File: src/rtl/pkg_mem_codec.sv
// Shared definitions for the parity-encoded data memory codec (writer and reader sides).
// Message bytes are stored as {^orig, orig[6:0]}, so a clean 7-bit char has even overall parity.
package pkg_mem_codec;

    typedef enum logic [1:0] {
        IDLE  = 2'd0,
        RUN   = 2'd1,
        DRAIN = 2'd2,
        DONE  = 2'd3
    } rd_state_t;

    localparam logic [6:0] DELIM_CHAR    = 7'h00;
    localparam logic [7:0] MSG_REGION_LO = 8'd64;
    localparam logic [7:0] MSG_REGION_HI = 8'd127;

    function automatic logic parity_ok(input logic [7:0] b);
        return ~^b;
    endfunction

endpackage

File: src/rtl/parity_stream_reader.sv
// Scans a block of parity-encoded bytes, strips bit 7 and streams 7-bit chars on valid/ready,
// flagging and counting bytes whose overall parity is odd.
module parity_stream_reader
    import pkg_mem_codec::*;
#(
    parameter bit STOP_ON_DELIM = 1'b1,
    parameter int MAX_LEN       = 64
) (
    input  logic       Clk,
    input  logic       Reset,
    input  logic       Start,
    input  logic [7:0] BaseAddr,
    input  logic [6:0] Length,
    output logic [7:0] MemAddr,
    input  logic [7:0] MemData,
    output logic       OutValid,
    input  logic       OutReady,
    output logic [6:0] OutChar,
    output logic       OutParityErr,
    output logic       Busy,
    output logic       Done,
    output logic [6:0] ErrCount
);

    localparam logic [6:0] LEN_MAX = 7'(MAX_LEN);

    rd_state_t  r_state;
    rd_state_t  w_state_next;
    logic [7:0] r_base;
    logic [6:0] r_len;
    logic [6:0] r_index;
    logic       r_addr_ok;
    logic       r_out_valid;
    logic [6:0] r_out_char;
    logic       r_out_perr;
    logic [6:0] r_err_count;

    logic       w_mem_perr;
    logic       w_delim;
    logic       w_can_load;
    logic       w_load;
    logic [6:0] w_len_clamped;

    always_comb begin
        w_mem_perr    = ~parity_ok(MemData);
        w_delim       = STOP_ON_DELIM && !w_mem_perr && (MemData[6:0] == DELIM_CHAR);
        // The first RUN cycle only presents the new base address; sampling starts one cycle later.
        w_can_load    = (r_state == RUN) && r_addr_ok && (!r_out_valid || OutReady) && (r_index < r_len);
        w_load        = w_can_load && !w_delim;
        w_len_clamped = (Length > LEN_MAX) ? LEN_MAX : Length;
    end

    always_comb begin
        w_state_next = r_state;
        case (r_state)
            IDLE: begin
                if (Start) begin
                    w_state_next = RUN;
                end
            end
            RUN: begin
                if (w_can_load && w_delim) begin
                    w_state_next = DRAIN;
                end else if (w_load && ((r_index + 7'd1) == r_len)) begin
                    w_state_next = DRAIN;
                end else if (r_addr_ok && (r_index >= r_len)) begin
                    w_state_next = DRAIN;
                end
            end
            DRAIN: begin
                if (!r_out_valid || OutReady) begin
                    w_state_next = DONE;
                end
            end
            DONE: begin
                w_state_next = IDLE;
            end
            default: begin
                w_state_next = IDLE;
            end
        endcase
    end

    always_ff @(posedge Clk) begin
        if (Reset) begin
            r_state     <= IDLE;
            r_base      <= 8'd0;
            r_len       <= 7'd0;
            r_index     <= 7'd0;
            r_addr_ok   <= 1'b0;
            r_out_valid <= 1'b0;
            r_out_char  <= 7'd0;
            r_out_perr  <= 1'b0;
            r_err_count <= 7'd0;
        end else begin
            r_state   <= w_state_next;
            r_addr_ok <= (r_state == RUN);
            if ((r_state == IDLE) && Start) begin
                r_base      <= BaseAddr;
                r_len       <= w_len_clamped;
                r_index     <= 7'd0;
                r_err_count <= 7'd0;
            end
            if (w_load) begin
                r_out_valid <= 1'b1;
                r_out_char  <= MemData[6:0];
                r_out_perr  <= w_mem_perr;
                r_index     <= r_index + 7'd1;
                if (w_mem_perr && (r_err_count != 7'd127)) begin
                    r_err_count <= r_err_count + 7'd1;
                end
            end else if (OutReady) begin
                r_out_valid <= 1'b0;
            end
        end
    end

    assign MemAddr      = r_base + {1'b0, r_index};
    assign OutValid     = r_out_valid;
    assign OutChar      = r_out_char;
    assign OutParityErr = r_out_perr;
    assign ErrCount     = r_err_count;
    assign Busy         = (r_state == RUN) || (r_state == DRAIN);
    assign Done         = (r_state == DONE);

endmodule

File: config.mk
export PLATFORM = sky130hd
export DESIGN_NAME = parity_stream_reader
export DESIGN_NICKNAME = d
export VERILOG_FILES = /design/src/rtl/pkg_mem_codec.sv /design/src/rtl/parity_stream_reader.sv
export SDC_FILE = /design/constraint.sdc
export NUM_CORES = 1
export LEC_CHECK = 0
export BUFFER_PORTS_ARGS = -buffer_cell sky130_fd_sc_hd__buf_4
export CORE_ASPECT_RATIO = 1.2
export CORE_UTILIZATION = 59
export CTS_CLUSTER_DIAMETER = 30
export DETAILED_ROUTE_END_ITERATION = 8
export GPL_TIMING_DRIVEN = 1
export PLACE_DENSITY = 0.88
export SYNTH_ARGS = -nofsm -noshare
export SYNTH_HDL_FRONTEND = slang
export SYNTH_SLANG_ARGS = --single-unit
File: constraint.sdc
create_clock -name Clk -period 5.3 [get_ports Clk]
set_clock_uncertainty 0.15 [all_clocks]
set_input_delay 0.795 -clock Clk [delete_from_list [all_inputs] [get_ports Clk]]
set_output_delay 0.795 -clock Clk [all_outputs]
set_load 0.01 [all_outputs]
==> flow_summary.json <==
{
  "cap_viol_max_count": 0,
  "final_common_cell": "buf_4",
  "synth_nets": 362,
  "core_area_um2": 4229,
  "fin_crit_sh_pct": 59.35,
  "dieArea_um2": 4677,
  "postCtsSetupBuffers": 0,
  "vdd_drop_max_mv": 0.1885,
  "fin_area_um2": 3070,
  "status": "finished clean",
  "period_minus_slack_ps": 3145,
  "ys_ff_latch": 41,
  "leakagePower_uw": 0.001286,
  "grt_antenna_before_repair": 0,
  "rsz0062_at_grt": "no",
  "yosysUniqueCellTypes": 54,
  "diodes": 0,
  "die_w_um": 62.60,
  "crit_type": "flip-flop to flip-flop",
  "clock_latency_ps": 290,
  "end_kind": "flip-flop",
  "synthCells": 310,
  "syn_area_per_cell_um2": 8.387,
  "start_util_pct": 61.48,
  "critPathMaxStageDelay_ps": 940,
  "p_int_uw": 559.7,
  "critPathSlowestCell": "and4_1",
  "fmax_mhz": 317.9,
  "crit_fanout": 24,
  "clockRootBuffer": "clkbuf_8",
  "wl_per_cell_um": 15.18,
  "numCtsBuffers": 5,
  "p_seq_share_pct": 41.9,
  "hold_buffers": 0,
  "nets": 407,
  "grt_start_max_net_pins": 41,
  "ys_seq_area_share_pct": 31.57,
  "max_slew_margin_pct": 30.22,
  "cts_buffer_depth": 2,
  "power_frac_comb_pct": 33.6,
  "clock_sinks": 41,
  "p_per_area_nw_per_um2": 276.0,
  "drt_pass1_iterations": 4,
  "drt-vias-per-instance": 5.883,
  "mostFrequentLayoutCells": "buf_4, dfxtp_1, nand2_1, a21oi_1",
  "clkTransAtPathRegs_ps": 70,
  "fp-row-count": 26,
  "placed_cell_area_um2": 2984,
  "critPathTopFamily": "simple AND/OR/NAND/NOR gates",
  "vias": 2418,
  "layout-drive-gt1-share_pct": 18.87,
  "h-tree-depth": 2,
  "grt_overflow_total": 0,
  "layout-area-overhead-vs-synth_pct": 18.09,
  "setup_viol": 0,
  "p_switching_uw": 287.7,
  "grt_pass1_wl_um": 9991,
  "worstPathArrival_ps": 3210,
  "die_y_um": 74.72,
  "clock_power_share_pct": 24.4,
  "num_io_pins": 53,
  "syn-cell-area_um2": 2600,
  "drt_iter0_drc": 129,
  "hold_viol": 0,
  "required_ps": 5360,
  "switching_share_pct": 33.95,
  "synth_ff_type": "dfxtp_1",
  "critPathBufInv": 0,
  "drc": 0,
  "track_usage_pct": 26.86,
  "synth-edff-count": 0,
  "reg2reg_slack_ps": 2150,
  "finalMaxSlewViolations": 0,
  "final.setup.tns_ps": 0,
  "grt_pass1_vias": 2344,
  "io_buffer_count": 52,
  "cts_resized": 0,
  "dp_hpwl_um": 4466,
  "synth_warnings": 0,
  "ys_async_sr_fraction_pct": 0,
  "start_kind": "flip-flop",
  "crit_chain": "ha_1 > a21oi_1 > o21ai_1 > nor3b_2 > and4_1 > mux2_4 > a211oi_2",
  "drtAntennaViolNets": 0,
  "wirelength_um": 6238,
  "cts_tree": "built",
  "hold_path_class": "flip-flop to flip-flop",
  "tightestPinTransition_ps": 1047,
  "gp_congestion": 0.8405
}
## registers in the layout, summed over array words and instances, names as in the netlist
register	count
r_base	8
ErrCount	7
OutChar	7
r_index	7
r_len	7
r_state	2
OutParityErr	1
OutValid	1
r_addr_ok	1
## stage by stage
step | cells | utilization [%] | setup slack, ps | hold slack [ps] | total power, uW
final | 411 | 72.60 | 2155 | 314.1 | 847.4
after global routing | 411 | 72.60 | 1971 | 339.6 | 890.2
after CTS | 411 | 72.60 | 2160 | 319.1 | 846.8
after detailed placement | 404 | 70.56 | 1872 | 308.1 | 643.9
after global placement | 404 | 70.56 | 2027 | 297.6 | 632.0
after floorplan | 310 | - | 2674 | 286.2 | 555.9
## synthesized netlist by cell type, types with 2 or more instances
| cell | n | share of area [%] |
|---|---|---|
| dfxtp_1 | 41 | 32 |
| nand2_1 | 40 | 5.8 |
| a21oi_1 | 33 | 6.4 |
| ha_1 | 24 | 12 |
| inv_1 | 24 | 3.5 |
| nor2_1 | 16 | 2.3 |
| mux2i_1 | 12 | 4.6 |
| xnor2_1 | 12 | 4.0 |
| o21ai_0 | 9 | 1.7 |
| clkbuf_1 | 8 | 1.2 |
| o211ai_1 | 8 | 2.3 |
| nand3_1 | 7 | 1.3 |
| nor2b_1 | 7 | 1.7 |
| nand3b_1 | 6 | 1.7 |
| nand4_1 | 4 | 0.96 |
| a211oi_1 | 3 | 0.87 |
| a21o_1 | 3 | 0.87 |
| and3_1 | 3 | 0.72 |
| and4_1 | 3 | 1.0 |
| nand2b_1 | 3 | 0.72 |
| nor3_1 | 3 | 0.58 |
| or3_1 | 3 | 0.72 |
| a2111oi_2 | 2 | 1.2 |
| and2_1 | 2 | 0.48 |
| buf_4 | 2 | 0.58 |
| buf_6 | 2 | 0.87 |
| o21bai_1 | 2 | 0.58 |
| xor2_1 | 2 | 0.67 |
## area by class of cell
class,instances,area (um^2)
Multi-Input combinational cell,230,1609
Fill cell,318,1159
Sequential cell,41,820.8
Timing Repair Buffer,52,390.4
Inverter,25,93.84
Clock buffer,7,86.33
Tap cell,56,70.07
## power by group through the flow
stage / clock [uW] / sequential [uW] / combinational, uW
floorplan: 0 / 357 / 199
global placement: 0 / 361 / 271
detailed placement: 0 / 362 / 282
CTS: 209 / 355 / 283
global route: 222 / 359 / 310
finish: 207 / 355 / 285
## final timing paths
kind / end / cells past startpoint / start
worst max-delay path: r_index[2] / 7 / r_index[4]
worst min register to register: r_base[0] / 2 / r_base[0]
worst min-delay path: r_base[0] / 2 / r_base[0]
worst max register to register: r_index[2] / 7 / r_index[4]
## worst min-delay path: stages (launching register included)
cell and delay (ps):
dfxtp_1 320, nand2_1 50, a21oi_1 50
## metal layers
| metal | track usage, % | wire [um] | share of wire, % |
|---|---|---|---|
| met5 | 0 | 0 | 0 |
| met2 | 53.86 | 3442 | 55 |
| met1 | 26.91 | 2448 | 39 |
| met4 | 11.89 | 74 | 1.2 |
| met3 | 5.606 | 273 | 4.4 |
## cells by family (layout without fill, tap and decap cells)
group	after synthesis	in the layout	share of synthesized area [%]
AOI/OAI and AO/OA	72	72	17.95
xor gates and xnor gates	15	15	5.582
adders and majority gates	25	25	12.32
buffers and inverters	39	84	6.544
DFF	41	41	31.57
muxes	14	14	5.630
and+or+nand+nor	104	104	20.40
Power figures use the tool's default switching activity.
